File: src/rtl/clause_event_arbiter.sv
// clause_event_arbiter
// Serialises the clause array's terminal flags into an event stream for the
// BCP / conflict-analysis engine. Each round takes a snapshot of the flags.
// The lowest-index conflict is reported and ends the round. With no conflict,
// implications drain in round-robin order, then a done pulse closes the round.
module clause_event_arbiter #(
    parameter int NUM_C     = 8,
    parameter int WIDTH_CID = 3,
    parameter int WIDTH_LVL = 16
) (
    input  logic                       clk,
    input  logic                       rst,
    input  logic                       start_i,
    input  logic                       abort_i,
    input  logic [NUM_C-1:0]           csat_i,
    input  logic [NUM_C-1:0]           imp_i,
    input  logic [NUM_C-1:0]           conflict_i,
    input  logic [NUM_C*WIDTH_LVL-1:0] cmax_lvl_i,
    output logic                       evt_valid_o,
    input  logic                       evt_ready_i,
    output logic                       evt_is_conflict_o,
    output logic [WIDTH_CID-1:0]       evt_cid_o,
    output logic [WIDTH_LVL-1:0]       evt_lvl_o,
    output logic                       done_o,
    output logic                       all_sat_o,
    output logic [WIDTH_CID:0]         imp_cnt_o,
    output logic                       busy_o
);

    typedef enum logic [1:0] {IDLE, ARB, SEND, DONE} state_t;

    state_t                     state, state_n;
    logic [NUM_C-1:0]           conf_pend, conf_pend_n;
    logic [NUM_C-1:0]           imp_pend, imp_pend_n;
    logic [NUM_C*WIDTH_LVL-1:0] lvl_snap, lvl_snap_n;
    logic                       sat_snap, sat_snap_n;
    logic [WIDTH_CID:0]         imp_cnt, imp_cnt_n;
    logic [WIDTH_CID-1:0]       rr_ptr, rr_ptr_n;

    logic                       evt_valid_n, evt_is_conflict_n;
    logic [WIDTH_CID-1:0]       evt_cid_n;
    logic [WIDTH_LVL-1:0]       evt_lvl_n;
    logic                       done_n, all_sat_n, busy_n;
    logic [WIDTH_CID:0]         imp_cnt_out_n;
    logic [WIDTH_CID-1:0]       pick;

    // Lowest set index of a mask (conflicts are reported in index order).
    function automatic logic [WIDTH_CID-1:0] pick_lowest(input logic [NUM_C-1:0] m);
        logic [WIDTH_CID-1:0] r;
        r = '0;
        for (int i = NUM_C - 1; i >= 0; i--) begin
            if (m[i]) r = WIDTH_CID'(i);
        end
        return r;
    endfunction

    // First set index scanning from ptr upward, wrapping at NUM_C-1 -> 0.
    // The mask is rotated so ptr lands at bit 0, then the offset is added back.
    function automatic logic [WIDTH_CID-1:0] pick_rr(input logic [NUM_C-1:0] m,
                                                     input logic [WIDTH_CID-1:0] ptr);
        logic [2*NUM_C-1:0] dbl;
        logic [NUM_C-1:0]   rot;
        logic [WIDTH_CID:0] ptr_x, off, sum;
        dbl   = {m, m};
        ptr_x = {1'b0, ptr};
        rot   = dbl[ptr_x +: NUM_C];
        off   = '0;
        for (int i = NUM_C - 1; i >= 0; i--) begin
            if (rot[i]) off = (WIDTH_CID+1)'(i);
        end
        sum = ptr_x + off;
        if (sum >= (WIDTH_CID+1)'(NUM_C)) sum = sum - (WIDTH_CID+1)'(NUM_C);
        return sum[WIDTH_CID-1:0];
    endfunction

    // Captured max level of one clause.
    function automatic logic [WIDTH_LVL-1:0] lvl_of(input logic [NUM_C*WIDTH_LVL-1:0] snap,
                                                    input logic [WIDTH_CID-1:0] cid);
        logic [WIDTH_LVL-1:0] r;
        r = '0;
        for (int i = 0; i < NUM_C; i++) begin
            if (cid == WIDTH_CID'(i)) r = snap[i*WIDTH_LVL +: WIDTH_LVL];
        end
        return r;
    endfunction

    // Implication counter never exceeds NUM_C.
    function automatic logic [WIDTH_CID:0] sat_inc(input logic [WIDTH_CID:0] c);
        if (c == (WIDTH_CID+1)'(NUM_C)) return c;
        return c + 1'b1;
    endfunction

    // Round-robin successor of the clause just delivered.
    function automatic logic [WIDTH_CID-1:0] rr_next(input logic [WIDTH_CID-1:0] cid);
        if (cid == WIDTH_CID'(NUM_C - 1)) return '0;
        return cid + 1'b1;
    endfunction

    // Next-state, next snapshot and next registered outputs; abort overrides all.
    always_comb begin
        state_n           = state;
        conf_pend_n       = conf_pend;
        imp_pend_n        = imp_pend;
        lvl_snap_n        = lvl_snap;
        sat_snap_n        = sat_snap;
        imp_cnt_n         = imp_cnt;
        rr_ptr_n          = rr_ptr;
        evt_valid_n       = evt_valid_o;
        evt_is_conflict_n = evt_is_conflict_o;
        evt_cid_n         = evt_cid_o;
        evt_lvl_n         = evt_lvl_o;
        done_n            = 1'b0;
        all_sat_n         = 1'b0;
        imp_cnt_out_n     = '0;
        pick              = '0;

        if (abort_i) begin
            state_n     = IDLE;
            evt_valid_n = 1'b0;
            conf_pend_n = '0;
            imp_pend_n  = '0;
        end else begin
            case (state)
                IDLE: begin
                    if (start_i) begin
                        conf_pend_n = conflict_i;
                        imp_pend_n  = imp_i & ~csat_i & ~conflict_i;
                        lvl_snap_n  = cmax_lvl_i;
                        sat_snap_n  = &csat_i;
                        imp_cnt_n   = '0;
                        state_n     = ARB;
                    end
                end
                ARB: begin
                    if (|conf_pend) begin
                        pick              = pick_lowest(conf_pend);
                        evt_is_conflict_n = 1'b1;
                        evt_cid_n         = pick;
                        evt_lvl_n         = lvl_of(lvl_snap, pick);
                        evt_valid_n       = 1'b1;
                        state_n           = SEND;
                    end else if (|imp_pend) begin
                        pick              = pick_rr(imp_pend, rr_ptr);
                        evt_is_conflict_n = 1'b0;
                        evt_cid_n         = pick;
                        evt_lvl_n         = lvl_of(lvl_snap, pick);
                        evt_valid_n       = 1'b1;
                        state_n           = SEND;
                    end else begin
                        done_n        = 1'b1;
                        all_sat_n     = sat_snap;
                        imp_cnt_out_n = imp_cnt;
                        state_n       = DONE;
                    end
                end
                SEND: begin
                    if (evt_ready_i) begin
                        evt_valid_n = 1'b0;
                        if (evt_is_conflict_o) begin
                            conf_pend_n   = '0;
                            imp_pend_n    = '0;
                            done_n        = 1'b1;
                            all_sat_n     = sat_snap;
                            imp_cnt_out_n = imp_cnt;
                            state_n       = DONE;
                        end else begin
                            imp_pend_n = imp_pend & ~(NUM_C'(1) << evt_cid_o);
                            imp_cnt_n  = sat_inc(imp_cnt);
                            rr_ptr_n   = rr_next(evt_cid_o);
                            state_n    = ARB;
                        end
                    end
                end
                DONE: begin
                    state_n = IDLE;
                end
                default: begin
                    state_n = IDLE;
                end
            endcase
        end
        busy_n = (state_n != IDLE);
    end

    // State, snapshot and output registers; everything clears on reset.
    always_ff @(posedge clk or negedge rst) begin
        if (!rst) begin
            state             <= IDLE;
            conf_pend         <= '0;
            imp_pend          <= '0;
            lvl_snap          <= '0;
            sat_snap          <= 1'b0;
            imp_cnt           <= '0;
            rr_ptr            <= '0;
            evt_valid_o       <= 1'b0;
            evt_is_conflict_o <= 1'b0;
            evt_cid_o         <= '0;
            evt_lvl_o         <= '0;
            done_o            <= 1'b0;
            all_sat_o         <= 1'b0;
            imp_cnt_o         <= '0;
            busy_o            <= 1'b0;
        end else begin
            state             <= state_n;
            conf_pend         <= conf_pend_n;
            imp_pend          <= imp_pend_n;
            lvl_snap          <= lvl_snap_n;
            sat_snap          <= sat_snap_n;
            imp_cnt           <= imp_cnt_n;
            rr_ptr            <= rr_ptr_n;
            evt_valid_o       <= evt_valid_n;
            evt_is_conflict_o <= evt_is_conflict_n;
            evt_cid_o         <= evt_cid_n;
            evt_lvl_o         <= evt_lvl_n;
            done_o            <= done_n;
            all_sat_o         <= all_sat_n;
            imp_cnt_o         <= imp_cnt_out_n;
            busy_o            <= busy_n;
        end
    end

endmodule

File: config.mk
export PLATFORM = sky130hd
export DESIGN_NAME = clause_event_arbiter
export DESIGN_NICKNAME = d
export VERILOG_FILES = /design/src/rtl/clause_event_arbiter.sv
export SDC_FILE = /design/constraint.sdc
export NUM_CORES = 1
export LEC_CHECK = 0
export ABC_AREA = 1
export CAP_MARGIN = 20
export CORE_ASPECT_RATIO = 0.5
export CORE_MARGIN = 2
export CORE_UTILIZATION = 58
export DETAILED_ROUTE_END_ITERATION = 8
export GPL_TIMING_DRIVEN = 0
export PLACE_DENSITY = 0.87
export SKIP_CTS_REPAIR_TIMING = 1
export SYNTH_ARGS = -nofsm -noshare
export SYNTH_HDL_FRONTEND = slang
export SYNTH_SLANG_ARGS = --single-unit
File: constraint.sdc
create_clock -name clk -period 7.8 [get_ports clk]
set_clock_uncertainty 0.05 [all_clocks]
set_input_delay 1.17 -clock clk [delete_from_list [all_inputs] [get_ports clk]]
set_output_delay 1.17 -clock clk [all_outputs]
set_load 0.02 [all_outputs]
==> out/summary.md <==
For this design, the slowest cell found on the critical path is sky130_fd_sc_hd__nor2_1. The placement-stage cell area was 0.0124 mm2; the initial antenna violation count was 1. For this run, the leading register cell type out of synthesis is sky130_fd_sc_hd__dfrtp_1. The number of hold violations in the final report is 0, and the largest net degree at the start of global routing is 97.

The internal power of the cells totals 3.13 mW. Total routed wirelength: 32200 um. The signal on the critical path passes through buf_6 > inv_8 > nand2_4 > nand3_1 > nand3_1 > nand2_1 > a31oi_1 > o21ai_0 > nand2_1 > a21boi_0 > ha_1 > fa_1 > nor2_1 > clkbuf_1 > nand3_1 > nand3_2 > a21oi_2 > nand4_1 > nand2_1 > nand2_1. The root buffer cell chosen for the clock tree is sky130_fd_sc_hd__clkbuf_16. The synthesized design contains 182 register bits. For the max-slew violation count, the log shows 0. 0 antenna diodes ended up in the layout. The minimum setup slack among reg-to-reg paths was 3.77 ns; the final total power was 6.57 mW.

The tools report the number of distinct library cell variants in the gate-level netlist after synthesis as 53. The cell depth of the worst flop-to-flop path was 20; the peak fanout along the critical path was 10. During synthesis, Yosys emitted a total of 0 warnings.

Setup violations remaining at the end of the flow were counted as 0. Counting every net in the synthesized netlist gives 1546. The finished cells cover 0.0129 mm2. Counting the buffers created by CTS gives 17. At the worst endpoint, the arrival time is 4.36 ns. The run gives 0 as the number of nets still failing antenna checks after routing. Detailed routing inserted a total of 10500 vias. Remaining design rule violation count: 0.

Clock-pin slew was measured on the worst setup and hold paths at 0.07 ns. Category of the worst setup path launch point: a register. The tools report the TritonCTS sink count as 182.

The placer congestion estimate was 0.965; the core area was 0.0173 mm2. For this run the aggregate overflow at the end of global routing stands at 0. The tools report the post-route worst hold slack as 0.441 ns. The first global-routing pass estimated 51400 um of wire. The iteration count of the initial detailed-routing pass was 6. In this run the critical register-to-register path is captured at evt_lvl_o[1]$_DFFE_PN0P_.

sky130_fd_sc_hd__nand2_1 is the most common cell in the netlist. The global-route usage over all layers was 0.352; the average size of a mapped cell was 7.43 um2. Derived from the worst setup path, the maximum achievable clock frequency is 248 MHz. The starting DRC count in detailed routing is 932, and the slew at the pin closest to its max-slew limit is 0.811 ns. The setup slack at placement is 3.89 ns, and the share of layout cells above drive strength 1 is 0.0866. The biggest area contributor in the post-synthesis netlist is sky130_fd_sc_hd__dfrtp_1.

The critical path starts at rr_ptr[0]$_DFFE_PN0P_. The logs give 10200 for the number of global-route vias before repair and 0.748 for the final design utilization. The logs give 0.0188 mm2 for the die area and 6.43 nW for the leakage power total.

The floorplan step set the die width to 192 um. Subtracting the final worst setup slack from the clock period gives 4.03 ns. Detailed placement finished with a half-perimeter wire length of 25100 um.

The area added between synthesis and finish is 26.6%, and the post-route clock period utilization is 0.517. Counting instances in the post-synthesis netlist gives the leading cell types as sky130_fd_sc_hd__nand2_1 (542), sky130_fd_sc_hd__dfrtp_1 (182), sky130_fd_sc_hd__inv_1 (115). On the worst path, the slowest cell contributes a delay of 0.55 ns. The initialized floorplan defines 34 standard-cell rows. Counting stages on the worst path, the most repeated cell is sky130_fd_sc_hd__nand2_1. The async set-or-reset flop fraction in the synthesized netlist came out at 1.00.

In this run the worst setup path terminates at evt_lvl_o[1]$_DFFE_PN0P_. For this design the ratio of total power to cell area is 507 mW/mm2. Ranked by total cell area, the synthesized netlist is headed by sky130_fd_sc_hd__dfrtp_1 (45%), sky130_fd_sc_hd__nand2_1 (20%), sky130_fd_sc_hd__inv_1 (4.2%). Class of the tightest hold or removal check: reg -> reg. For the register area share after synthesis, the log shows 0.445. The H-tree generated during clock tree synthesis spans 4 levels. Setup repair after global routing left no endpoint under its margin. The final worst-path setup slack was 3.77 ns. The relative slew slack was 0.460. The worst register-to-register path begins at rr_ptr[0]$_DFFE_PN0P_. Fill cells in the final layout number 1340. Routed length per placed instance: 17.6 um.

The floorplan step set the die height to 97.9 um. The switching share of power is 0.523, and the net total in the final layout is 1751. The cell count after synthesis came out at 1376. TritonCTS built the clock tree. The worst ir drop on vdd came out at 0.316 mV. The proportion of netlist area held by the largest area contributor came out at 0.445. For the clock power share, the log shows 0.128. In this run the cell area of the synthesized design comes to 0.0102 mm2.

The run gives 8.13 ns as the required time of the critical path. Type of the worst setup path: reg -> reg. The number of max-capacitance violations reported was 0; the relative contribution of combinational cells to total power was 0.611. The run gives 0.261 as the register share of total power. The number of synthesized flops with an enable pin works out to 0.

The top-level port count is 185, and the clock latency on the worst-skew pair is 0.43 ns. Number of I/O port buffers: 183. STA classifies the critical path endpoint as a register.

The flow ran to the end, and the final reports show no timing, DRC or antenna violations. For this design the total switching power over the nets is 3.43 mW. Counting along the longest clock path gives a buffer depth of 2. Number of vias per cell after detailed routing: 5.72. The initial core utilization was 0.591.
## kinds of logic (layout without fill, tap and decap cells)
logic type	count (synthesis)	after routing	share of synthesized area
AOI/OAI and AO/OA	175	175	0.101
xor gates and xnor gates	3	3	0.00257
adders and majority gates	13	13	0.0166
buffers and inverters	195	413	0.0798
DFF	182	182	0.445
and+or+nand+nor	808	808	0.355
## layer usage
layer | routed length [um] | GRT usage | vias up
met5 | 13 | 0 | -
met2 | 14900 | 0.563 | 527
li1 | - | - | 4849
met1 | 13700 | 0.484 | 4988
met4 | 762 | 0.103 | 2
met3 | 2870 | 0.0798 | 87
## cell type report
type | instances | area [um2] | area share
flip-flops and latches | 182 | 4550 | 0.352
plain buffers | 61 | 298 | 0.0230
multi-input cells | 999 | 4860 | 0.375
well taps | 234 | 293 | 0.0226
repair buffers | 186 | 1880 | 0.145
clock buffers | 19 | 443 | 0.0342
inverters | 134 | 518 | 0.0400
clock inverters | 13 | 111 | 0.00860
## state kept, by name, indices dropped and copies added, names as in the netlist, 2 cells and up
signal,flops
conf_pend,8
evt_cid_o,3
evt_lvl_o,16
imp_cnt,4
imp_cnt_o,4
imp_pend,8
lvl_snap,128
rr_ptr,3
state,2
## critical path: cells and delay by family (launching register included)
kind | cells | cell delay (ns)
AND/OR/NAND/NOR | 11 | 1.51
flip-flops | 1 | 0.41
adder cells (fa/ha/maj) | 2 | 0.76
AO/OA/AOI/OAI | 4 | 0.43
buffers and inverters | 3 | 0.79
## power by group through the flow
stage | Clock (mW) | Sequential, mW | Combinational [mW]
CTS | 0.840 | 1.70 | 3.92
floorplan | 0 | 1.66 | 2.73
global route | 0.878 | 1.75 | 4.36
detailed placement | 0 | 1.71 | 3.89
global placement | 0 | 1.70 | 3.79
finish | 0.842 | 1.71 | 4.01
## metrics by stage
step                cells  TNS [ns]
global placement     1793   -299.94
floorplan            1376         0
finish               1828         0
CTS                  1827         0
detailed placement   1795         0
global route         1828         0
## cells in the final DEF, fill, tap and decap left out, types with 4 or more instances in the layout
cell                              instances
sky130_fd_sc_hd__nand2_1                542
sky130_fd_sc_hd__dfrtp_1                182
sky130_fd_sc_hd__clkdlybuf4s50_1        182
sky130_fd_sc_hd__inv_1                  115
sky130_fd_sc_hd__nand3_1                 83
sky130_fd_sc_hd__o21ai_0                 80
sky130_fd_sc_hd__nor2_1                  68
sky130_fd_sc_hd__nand4_1                 46
sky130_fd_sc_hd__clkbuf_1                41
sky130_fd_sc_hd__a21oi_1                 33
sky130_fd_sc_hd__nand3_2                 28
sky130_fd_sc_hd__clkbuf_16               17
sky130_fd_sc_hd__inv_2                   14
sky130_fd_sc_hd__buf_2                   13
sky130_fd_sc_hd__o22ai_1                 12
sky130_fd_sc_hd__ha_1                    12
sky130_fd_sc_hd__a21oi_2                  9
sky130_fd_sc_hd__nand2_4                  9
sky130_fd_sc_hd__nor3_1                   7
sky130_fd_sc_hd__o21ai_1                  6
sky130_fd_sc_hd__o21a_1                   6
sky130_fd_sc_hd__o311ai_0                 6
sky130_fd_sc_hd__nand2_2                  6
sky130_fd_sc_hd__inv_6                    6
sky130_fd_sc_hd__o211ai_1                 5
sky130_fd_sc_hd__nor4_1                   4
sky130_fd_sc_hd__buf_6                    4
sky130_fd_sc_hd__inv_8                    4
sky130_fd_sc_hd__buf_4                    4
sky130_fd_sc_hd__nor2_2                   4
## worst min path at each step
stage	endpoint	from	depth (start not counted)
after floorplan	lvl_snap[113]$_DFFE_PN0P_	lvl_snap[113]$_DFFE_PN0P_	2
after global placement	lvl_snap[127]$_DFFE_PN0P_	lvl_snap[127]$_DFFE_PN0P_	2
after detailed placement	lvl_snap[119]$_DFFE_PN0P_	lvl_snap[119]$_DFFE_PN0P_	2
after CTS	lvl_snap[119]$_DFFE_PN0P_	lvl_snap[119]$_DFFE_PN0P_	2
after global routing	all_sat_o$_DFF_PN0_	sat_snap$_DFFE_PN0P_	2
final	lvl_snap[119]$_DFFE_PN0P_	lvl_snap[119]$_DFFE_PN0P_	2
No activity file was read; power rests on OpenSTA's default activity.
